===== src/rtl/mem_port_arbiter_if.sv =====
`default_nettype none
// ============================================================================
// Module   : mem_port_arbiter_if
// Brief    : CPU, external and memory-side signal bundle of the memory arbiter.
// Revision : 1.0
// ============================================================================
interface mem_port_arbiter_if #(
    parameter int DATA_W = 32,
    parameter int ADDR_W = 32
);
    logic              cpu_req;
    logic              cpu_we;
    logic [ADDR_W-1:0] cpu_addr;
    logic [DATA_W-1:0] cpu_wdata;
    logic [DATA_W-1:0] cpu_rdata;
    logic              cpu_ready;
    logic              cpu_stall;

    logic              ext_req;
    logic              ext_we;
    logic [ADDR_W-1:0] ext_addr;
    logic [DATA_W-1:0] ext_wdata;
    logic [DATA_W-1:0] ext_rdata;
    logic              ext_ready;

    logic              mem_en;
    logic              mem_we;
    logic [ADDR_W-1:0] mem_addr;
    logic [DATA_W-1:0] mem_wdata;
    logic [DATA_W-1:0] mem_rdata;

    // Requesters and the memory model sit on the master side.
    modport master (
        output cpu_req, cpu_we, cpu_addr, cpu_wdata,
        input  cpu_rdata, cpu_ready, cpu_stall,
        output ext_req, ext_we, ext_addr, ext_wdata,
        input  ext_rdata, ext_ready,
        input  mem_en, mem_we, mem_addr, mem_wdata,
        output mem_rdata
    );

    // The arbiter itself.
    modport slave (
        input  cpu_req, cpu_we, cpu_addr, cpu_wdata,
        output cpu_rdata, cpu_ready, cpu_stall,
        input  ext_req, ext_we, ext_addr, ext_wdata,
        output ext_rdata, ext_ready,
        output mem_en, mem_we, mem_addr, mem_wdata,
        input  mem_rdata
    );
endinterface
`default_nettype wire


===== src/rtl/mem_port_arbiter.sv =====
`default_nettype none
// ============================================================================
// Module   : mem_port_arbiter
// Brief    : Two-requester arbiter (CPU / external) in front of the unified
//            MIPS memory with fixed-latency issue/wait/response sequencing.
// Revision : 1.0
// ============================================================================
module mem_port_arbiter #(
    parameter int DATA_W       = 32,
    parameter int ADDR_W       = 32,
    parameter int WAIT_CYCLES  = 1,
    parameter int STARVE_LIMIT = 4
) (
    input  logic              clk,
    input  logic              reset,
    mem_port_arbiter_if.slave bus
);

    localparam logic [1:0] c_IDLE  = 2'd0;
    localparam logic [1:0] c_ISSUE = 2'd1;
    localparam logic [1:0] c_WAIT  = 2'd2;
    localparam logic [1:0] c_RESP  = 2'd3;

    localparam logic       c_SKIP_WAIT    = (WAIT_CYCLES == 0);
    localparam logic [3:0] c_WAIT_LAST    = 4'(WAIT_CYCLES - 1);
    localparam logic [3:0] c_STARVE_LIMIT = 4'(STARVE_LIMIT);
    localparam logic [3:0] c_STARVE_MAX   = 4'hF;

    logic [1:0]        r_state;
    logic              r_owner;
    logic              r_we;
    logic [ADDR_W-1:0] r_addr;
    logic [DATA_W-1:0] r_wdata;
    logic [3:0]        r_starve;
    logic [3:0]        r_wait_cnt;
    logic [DATA_W-1:0] r_cpu_rdata;
    logic [DATA_W-1:0] r_ext_rdata;

    logic w_any_req;
    logic w_grant_ext;
    logic w_wait_done;
    logic w_capture;

    assign w_any_req   = bus.cpu_req | bus.ext_req;
    // CPU has priority unless ext has already been passed over STARVE_LIMIT times.
    assign w_grant_ext = bus.ext_req & (~bus.cpu_req | (r_starve == c_STARVE_LIMIT));
    assign w_wait_done = (r_wait_cnt == c_WAIT_LAST);

    // Read data is sampled on the last cycle before RESP.
    generate
        if (WAIT_CYCLES == 0) begin : g_no_wait
            assign w_capture = (r_state == c_ISSUE) & ~r_we;
        end else begin : g_wait
            assign w_capture = (r_state == c_WAIT) & w_wait_done & ~r_we;
        end
    endgenerate

    always_ff @(posedge clk or negedge reset) begin
        if (!reset) begin
            r_state    <= c_IDLE;
            r_owner    <= 1'b0;
            r_we       <= 1'b0;
            r_addr     <= '0;
            r_wdata    <= '0;
            r_starve   <= 4'd0;
            r_wait_cnt <= 4'd0;
        end else begin
            case (r_state)
                c_IDLE: begin
                    if (w_any_req) begin
                        r_state <= c_ISSUE;
                        r_owner <= w_grant_ext;
                        r_we    <= w_grant_ext ? bus.ext_we    : bus.cpu_we;
                        r_addr  <= w_grant_ext ? bus.ext_addr  : bus.cpu_addr;
                        r_wdata <= w_grant_ext ? bus.ext_wdata : bus.cpu_wdata;
                    end
                    if (!bus.ext_req || w_grant_ext) begin
                        r_starve <= 4'd0;
                    end else if (r_starve != c_STARVE_MAX) begin
                        r_starve <= r_starve + 4'd1;
                    end
                end
                c_ISSUE: begin
                    r_state    <= c_SKIP_WAIT ? c_RESP : c_WAIT;
                    r_wait_cnt <= 4'd0;
                end
                c_WAIT: begin
                    if (w_wait_done) begin
                        r_state    <= c_RESP;
                        r_wait_cnt <= 4'd0;
                    end else begin
                        r_wait_cnt <= r_wait_cnt + 4'd1;
                    end
                end
                default: begin
                    r_state <= c_IDLE;
                end
            endcase
        end
    end

    always_ff @(posedge clk or negedge reset) begin
        if (!reset) begin
            r_cpu_rdata <= '0;
            r_ext_rdata <= '0;
        end else if (w_capture) begin
            if (r_owner) begin
                r_ext_rdata <= bus.mem_rdata;
            end else begin
                r_cpu_rdata <= bus.mem_rdata;
            end
        end
    end

    assign bus.mem_en    = (r_state == c_ISSUE);
    assign bus.mem_we    = (r_state == c_ISSUE) & r_we;
    assign bus.mem_addr  = r_addr;
    assign bus.mem_wdata = r_wdata;

    assign bus.cpu_ready = (r_state == c_RESP) & ~r_owner;
    assign bus.ext_ready = (r_state == c_RESP) &  r_owner;
    assign bus.cpu_rdata = r_cpu_rdata;
    assign bus.ext_rdata = r_ext_rdata;
    assign bus.cpu_stall = bus.cpu_req & ~bus.cpu_ready;

endmodule
`default_nettype wire

===== src/flat_wrapper.sv =====
// flat-port wrapper written by rule: the top's interface ports become plain ports
module mem_port_arbiter_flat 
#(
    parameter int DATA_W       = 32,
    parameter int ADDR_W       = 32,
    parameter int WAIT_CYCLES  = 1,
    parameter int STARVE_LIMIT = 4
)
  (clk, reset, bus_cpu_req, bus_cpu_we, bus_cpu_addr, bus_cpu_wdata, bus_cpu_rdata, bus_cpu_ready, bus_cpu_stall, bus_ext_req, bus_ext_we, bus_ext_addr, bus_ext_wdata, bus_ext_rdata, bus_ext_ready, bus_mem_en, bus_mem_we, bus_mem_addr, bus_mem_wdata, bus_mem_rdata);
  mem_port_arbiter_if #(.DATA_W(DATA_W), .ADDR_W(ADDR_W)) bus_i ();
  input  logic clk;
  input  logic reset;
  input wire logic [$bits(bus_i.cpu_req)-1:0] bus_cpu_req;
  input wire logic [$bits(bus_i.cpu_we)-1:0] bus_cpu_we;
  input wire logic [$bits(bus_i.cpu_addr)-1:0] bus_cpu_addr;
  input wire logic [$bits(bus_i.cpu_wdata)-1:0] bus_cpu_wdata;
  output wire logic [$bits(bus_i.cpu_rdata)-1:0] bus_cpu_rdata;
  output wire logic [$bits(bus_i.cpu_ready)-1:0] bus_cpu_ready;
  output wire logic [$bits(bus_i.cpu_stall)-1:0] bus_cpu_stall;
  input wire logic [$bits(bus_i.ext_req)-1:0] bus_ext_req;
  input wire logic [$bits(bus_i.ext_we)-1:0] bus_ext_we;
  input wire logic [$bits(bus_i.ext_addr)-1:0] bus_ext_addr;
  input wire logic [$bits(bus_i.ext_wdata)-1:0] bus_ext_wdata;
  output wire logic [$bits(bus_i.ext_rdata)-1:0] bus_ext_rdata;
  output wire logic [$bits(bus_i.ext_ready)-1:0] bus_ext_ready;
  output wire logic [$bits(bus_i.mem_en)-1:0] bus_mem_en;
  output wire logic [$bits(bus_i.mem_we)-1:0] bus_mem_we;
  output wire logic [$bits(bus_i.mem_addr)-1:0] bus_mem_addr;
  output wire logic [$bits(bus_i.mem_wdata)-1:0] bus_mem_wdata;
  input wire logic [$bits(bus_i.mem_rdata)-1:0] bus_mem_rdata;
  assign bus_i.cpu_req = bus_cpu_req;
  assign bus_i.cpu_we = bus_cpu_we;
  assign bus_i.cpu_addr = bus_cpu_addr;
  assign bus_i.cpu_wdata = bus_cpu_wdata;
  assign bus_cpu_rdata = bus_i.cpu_rdata;
  assign bus_cpu_ready = bus_i.cpu_ready;
  assign bus_cpu_stall = bus_i.cpu_stall;
  assign bus_i.ext_req = bus_ext_req;
  assign bus_i.ext_we = bus_ext_we;
  assign bus_i.ext_addr = bus_ext_addr;
  assign bus_i.ext_wdata = bus_ext_wdata;
  assign bus_ext_rdata = bus_i.ext_rdata;
  assign bus_ext_ready = bus_i.ext_ready;
  assign bus_mem_en = bus_i.mem_en;
  assign bus_mem_we = bus_i.mem_we;
  assign bus_mem_addr = bus_i.mem_addr;
  assign bus_mem_wdata = bus_i.mem_wdata;
  assign bus_i.mem_rdata = bus_mem_rdata;
  mem_port_arbiter #(.DATA_W(DATA_W), .ADDR_W(ADDR_W), .WAIT_CYCLES(WAIT_CYCLES), .STARVE_LIMIT(STARVE_LIMIT)) u_core (.clk(clk), .reset(reset), .bus(bus_i));
endmodule

===== config.mk =====
export PLATFORM = sky130hd
export DESIGN_NAME = mem_port_arbiter_flat
export DESIGN_NICKNAME = d
export VERILOG_FILES = /design/src/rtl/mem_port_arbiter_if.sv /design/src/rtl/mem_port_arbiter.sv /design/src/flat_wrapper.sv
export SDC_FILE = /design/constraint.sdc
export NUM_CORES = 1
export LEC_CHECK = 0
export BUFFER_PORTS_ARGS = -buffer_cell sky130_fd_sc_hd__buf_2
export CAP_MARGIN = 10
export CORE_MARGIN = 2
export CORE_UTILIZATION = 42
export DETAILED_ROUTE_END_ITERATION = 8
export PLACE_DENSITY = 0.8
export SLEW_MARGIN = 20
export SYNTH_ARGS = -nofsm -noshare
export SYNTH_HDL_FRONTEND = slang
export SYNTH_SLANG_ARGS = --single-unit

===== constraint.sdc =====
create_clock -name clk -period 1.7 [get_ports clk]
set_input_delay 0.17 -clock clk [delete_from_list [all_inputs] [get_ports clk]]
set_output_delay 0.17 -clock clk [all_outputs]
set_load 0.005 [all_outputs]

Yosys cells after proc, flatten, opt, wreduce, memory -nomap -nowiden
Index checks and enable logic that the tools add are counted.
- register bits: 140
- input bits: 166
- output and inout bits: 133
- word-level logic and storage cells: 52
- add/sub/neg operators: 2
- equality and inequality tests: 7
- mux-type cells: 10
- bitwise gates (word level): 13
- reductions and logical operators: 11
- operators by type and width (cell ; number):
    $mux 32 ; 2
    $mux 4 ; 3
    $reduce_and 2->1 ; 5
    $add 4x1->4 const B ; 2
    $pmux 4 s2 ; 1
    $and 1x1->1 ; 7
    $pmux 2 s3 ; 1
    $eq 2x2->1 const B ; 2
    $eq 4x3->1 const B ; 1
    $logic_not 4->1 ; 1
    $mux 2 ; 2
    $ne 2x1->1 const B ; 2
    $ne 4x4->1 const B ; 1
    $not 1->1 ; 4
    $reduce_bool 2->1 ; 2
    $eq 2x1->1 const B ; 1
    $logic_not 2->1 ; 1
    $or 1x1->1 ; 2
    $logic_not 1->1 ; 1
    $logic_or 1x1->1 ; 1
    $mux 1 ; 1

Longest topological paths before layout
- depth after elaboration: 6
- gate-level depth with buffers: 8
- mapped depth without buffers: 6

Least setup slack after synthesis
OpenSTA, ideal clock, no wires.
- kind: reg-to-reg
- from: register u_core.r_state[0]
- to: register u_core.r_cpu_rdata[10], in the netlist u_core.bus.cpu_rdata[10]
- library setup time: 125 ps
- arrival: 1737 ps
- data required time: 1575 ps
- slack: -162 ps
- stages on the path, launching flop included: 7
- buffers on the path: 1
- period minus slack after synthesis: 1862 ps
- cell sequence: dfrtp_1 -> inv_1 -> ha_1 -> inv_1 -> nor4b_4 -> buf_6 -> mux2_2
- word-level cells in the longest chain between the ends: 4
- RTL lines (element ; RTL line ; source):
    from (decl) ; mem_port_arbiter.sv:29 ; logic [1:0] r_state;
    from (signal assigned) ; mem_port_arbiter.sv:60 ; r_state <= c_IDLE;
    from (signal assigned) ; mem_port_arbiter.sv:71 ; r_state <= c_ISSUE;
    from (signal assigned) ; mem_port_arbiter.sv:84 ; r_state <= c_SKIP_WAIT ? c_RESP : c_WAIT;
    $eq 2x2->1 ; mem_port_arbiter.sv:54 ; assign w_capture = (r_state == c_WAIT) & w_wait_done & ~r_we;
    $and 1x1->1 (2 in a row) ; mem_port_arbiter.sv:54 ;
    $reduce_and 2->1 (no source line) ; -- ;
    to (signal assigned) ; mem_port_arbiter.sv:110 ; r_cpu_rdata <= bus.mem_rdata;
    to (decl) ; mem_port_arbiter.sv:36 ; logic [DATA_W-1:0] r_cpu_rdata;
No other way between the ends.
A chain may end at the register's enable or synchronous reset.

Final worst setup path
- from: register u_core.r_wait_cnt[0]
- to: register u_core.r_cpu_rdata[12], in the netlist u_core.bus.cpu_rdata[12]
- word-level cells in the longest chain between the ends: 4
- RTL lines (element ; RTL line ; source):
    from (decl) ; mem_port_arbiter.sv:35 ; logic [3:0] r_wait_cnt;
    from (signal assigned) ; mem_port_arbiter.sv:92 ; r_wait_cnt <= r_wait_cnt + 4'd1;
    $logic_not 4->1 ; mem_port_arbiter.sv:47 ; assign w_wait_done = (r_wait_cnt == c_WAIT_LAST);
    $and 1x1->1 (2 in a row) ; mem_port_arbiter.sv:54 ;
    $reduce_and 2->1 (no source line) ; -- ;
No other way between the ends.

==> qor.csv <==
metric,value,unit
worstHoldPathCells,2,
routed-via-count,6136,
ys_types,31,
critPathSlowestCell,dfrtp_1,
relSlewSlack,69.9,%
cts.path.max_buffers,2,
viasPerCell,5.28,
cts_tree,done,
crit_cells,7,
die_w,123,µm
coreArea,13900,µm²
maxCapViolCount,0,
synth_cells,563,
yosys-top-cells-area,"dfrtp_1 (58%), mux2_2 (12%), a21oi_1 (11%), nand2_1 (4.4%), nor2_1 (4.3%)",
post-place-ws,-115,ps
ioPinCount,299,
power,16.3,mW
dr.pass1.iters,6,
seq_area_frac_synth,58.5,%
crit_buf_inv,3,
cts-buffers-inserted,17,
synth_xor_area_share,0,%
clkSinkCount,140,
fmax,551,MHz
design_area,9720,µm²
nets,1143,
met1_usage,28.8,%
die_y,123,µm
initial_core_util,43.2,%
crit_type,reg2reg,
cts-root-buf,clkbuf_16,
fin_crit,1820,ps
use_met3,7.47,%
grt_util_met2,40.2,%
multi_input_area,2500,µm²
dpl.cell_count,1030,
synth_top_family_by_area,compound AO/OA/AOI/OAI gates,
worst_slew_pin_slew,452,ps
setup_ws,-116,ps
hp-class,in2reg,
placed_area,7940,µm²
clk_pin_slew,60,ps
gp_congestion,0.813,
worst_skew_pair.late_latency,420,ps
synthMuxAreaShare,12.6,%
yosysWarnings,0,
synthAdderAreaFrac,1.67,%
synth_top_area_share,58.5,%
crit_arrival,2110,ps
async_flop_share,100,%
fin_skew,7.05,ps
synth-compound-area-share,13.1,%
wl_per_cell,18.1,µm
violations,setup timing,
syn_to_final_growth,62.2,%
first_global_vias,5833,
post-route-period-util,107,%
power_density,1670,nW/µm²
grt_usage,24.0,%
irDropWorstVdd,683,µV
synth.avg_cell_area,10.6,µm²
seqCellArea,3500,µm²
drtIter0Drc,610,
syn-cell-area,5990,µm²
rsz0062_at_grt,true,
mostFrequentLayoutCells,"buf_2 (297), dfrtp_1 (140), a21oi_1 (132)",
hpwlAfterDp,11.8,mm
top_usage_layer,met2,
syn-num-nets,737,
r2r_cells,7,
stdcell_count,1163,
grt_pass1_wl,28.4,mm
hold_viol_final,0,
status,finished with violations,
drc,0,
start_kind,register,
cts_max_level,4,
critical_path.top_delay_family,buffers and inverters,
rows,43,
path_max_fanout,8,
grt_max_degree,50,
synth_top_area_cell,dfrtp_1,
crit_required,2000,ps
wirelength,21.0,mm
antenna_found_initial,1,
drive_above_1_share,46.5,%
crit_chain,"inv_2, ha_4, nor3b_4, nor4b_4, buf_6, clkbuf_16, mux2_4",
ys_ff_latch,140,
final_common_cell,buf_2,
die-area,15200,µm²
nFillCells,924,
leakage,4.81,nW
endpoint_kind,register,
yosys.area_share.simple,10.7,%
max_stage_delay,390,ps
drt.antenna.violating_nets,0,
overflow,0,
setup_viol,64,
synth_flop_cell,dfrtp_1,
place.port_buffers,298,
slew_viol_final,0,
synth_edf_count,0,
setup-tns-final,-3610,ps
logic make-up after synthesis:
logic type               Yosys count
AND/OR/NAND/NOR                  155
buffers and inverters             43
AO/OA/AOI/OAI                    150
adder cells (fa/ha/maj)            8
flip-flops                       140
multiplexers                      67
synthesized netlist by cell type (2+ instances only):
cell type  instances
mux2_1             2
o31ai_1            2
inv_1              8
nand3_1            5
mux2_2            64
nor2_1            68
o21ai_0            3
nor2b_1            3
ha_1               8
a21bo_2            2
nand2_1           71
a21oi_1          135
a22o_1             2
and2_1             3
buf_2             16
clkbuf_1          15
buf_6              3
dfrtp_1          140
layer usage:
layer / vias to the layer above / share of wire, %
met3: 64 / 9.1
li1: 2738 / -
met2: 387 / 51
met4: 0 / 2.9
met1: 2947 / 37
met5: - / 0
cell type report:
type,instances,area share [%]
clock buffers,18,4.42
flip-flops and latches,140,36.1
repair buffers,422,30.2
diodes,1,0.0258
clock inverters,14,1.00
multi-input cells,380,25.7
inverters,8,0.309
well taps,180,2.32
sequential cells by signal (all words and copies together) (netlist names):
signal / cells
u_core.bus.mem_addr: 32
u_core.r_owner: 1
u_core.r_wait_cnt: 4
u_core.bus.mem_wdata: 32
u_core.r_we: 1
u_core.bus.cpu_rdata: 32
u_core.bus.ext_rdata: 32
u_core.r_state: 2
u_core.r_starve: 4
through the flow:
stage | utilization [%] | hold WS (ps)
after floorplan | - | -126
after global placement | 57.2 | 136
after detailed placement | 57.2 | 139
after CTS | 67.0 | 0.815
after global routing | 70.0 | 1.31
final | 70.0 | 14.3
final timing paths:
check | startpoint | endpoint | slack (ps)
min in group asynchronous | reset | u_core.bus.cpu_rdata[9]$_DFFE_PN0P_ | 260
min | bus_mem_rdata[29] | u_core.bus.cpu_rdata[29]$_DFFE_PN0P_ | 10
max | u_core.r_wait_cnt[0]$_DFFE_PN0P_ | u_core.bus.cpu_rdata[12]$_DFFE_PN0P_ | -120
min reg2reg | u_core.bus.ext_rdata[19]$_DFFE_PN0P_ | u_core.bus.ext_rdata[19]$_DFFE_PN0P_ | 500
max reg2reg | u_core.r_wait_cnt[0]$_DFFE_PN0P_ | u_core.bus.cpu_rdata[12]$_DFFE_PN0P_ | -120
max in group asynchronous | reset | u_core.bus.ext_rdata[27]$_DFFE_PN0P_ | 810
worst register-to-register path, stage by stage (launching register included):
cell and delay [ps]:
dfrtp_1 390, inv_2 80, ha_4 130, nor3b_4 180, nor4b_4 240, buf_6 190
clkbuf_16 180, mux2_4 310
timing repair:
| action | CTS | global route |
|---|---|---|
| cloned | 0 | 9 |
| endpoints found under the setup margin | 66 | 104 |
| hold buffers | 82 | 2 |
| hold endpoints to repair | 133 | 3 |
| pin swaps | 0 | 32 |
| resized for setup | 4 | 34 |
| buffers inserted | 0 | 7 |
power breakdown:
part / internal (mW) / switching (mW) / leakage (nW)
clock network: 1.86 / 1.47 / 0.248
logic: 3.76 / 3.26 / 2.94
registers: 4.98 / 0.943 / 1.63
total: 10.6 / 5.67 / 4.81
No activity file was read; power rests on OpenSTA's default activity.
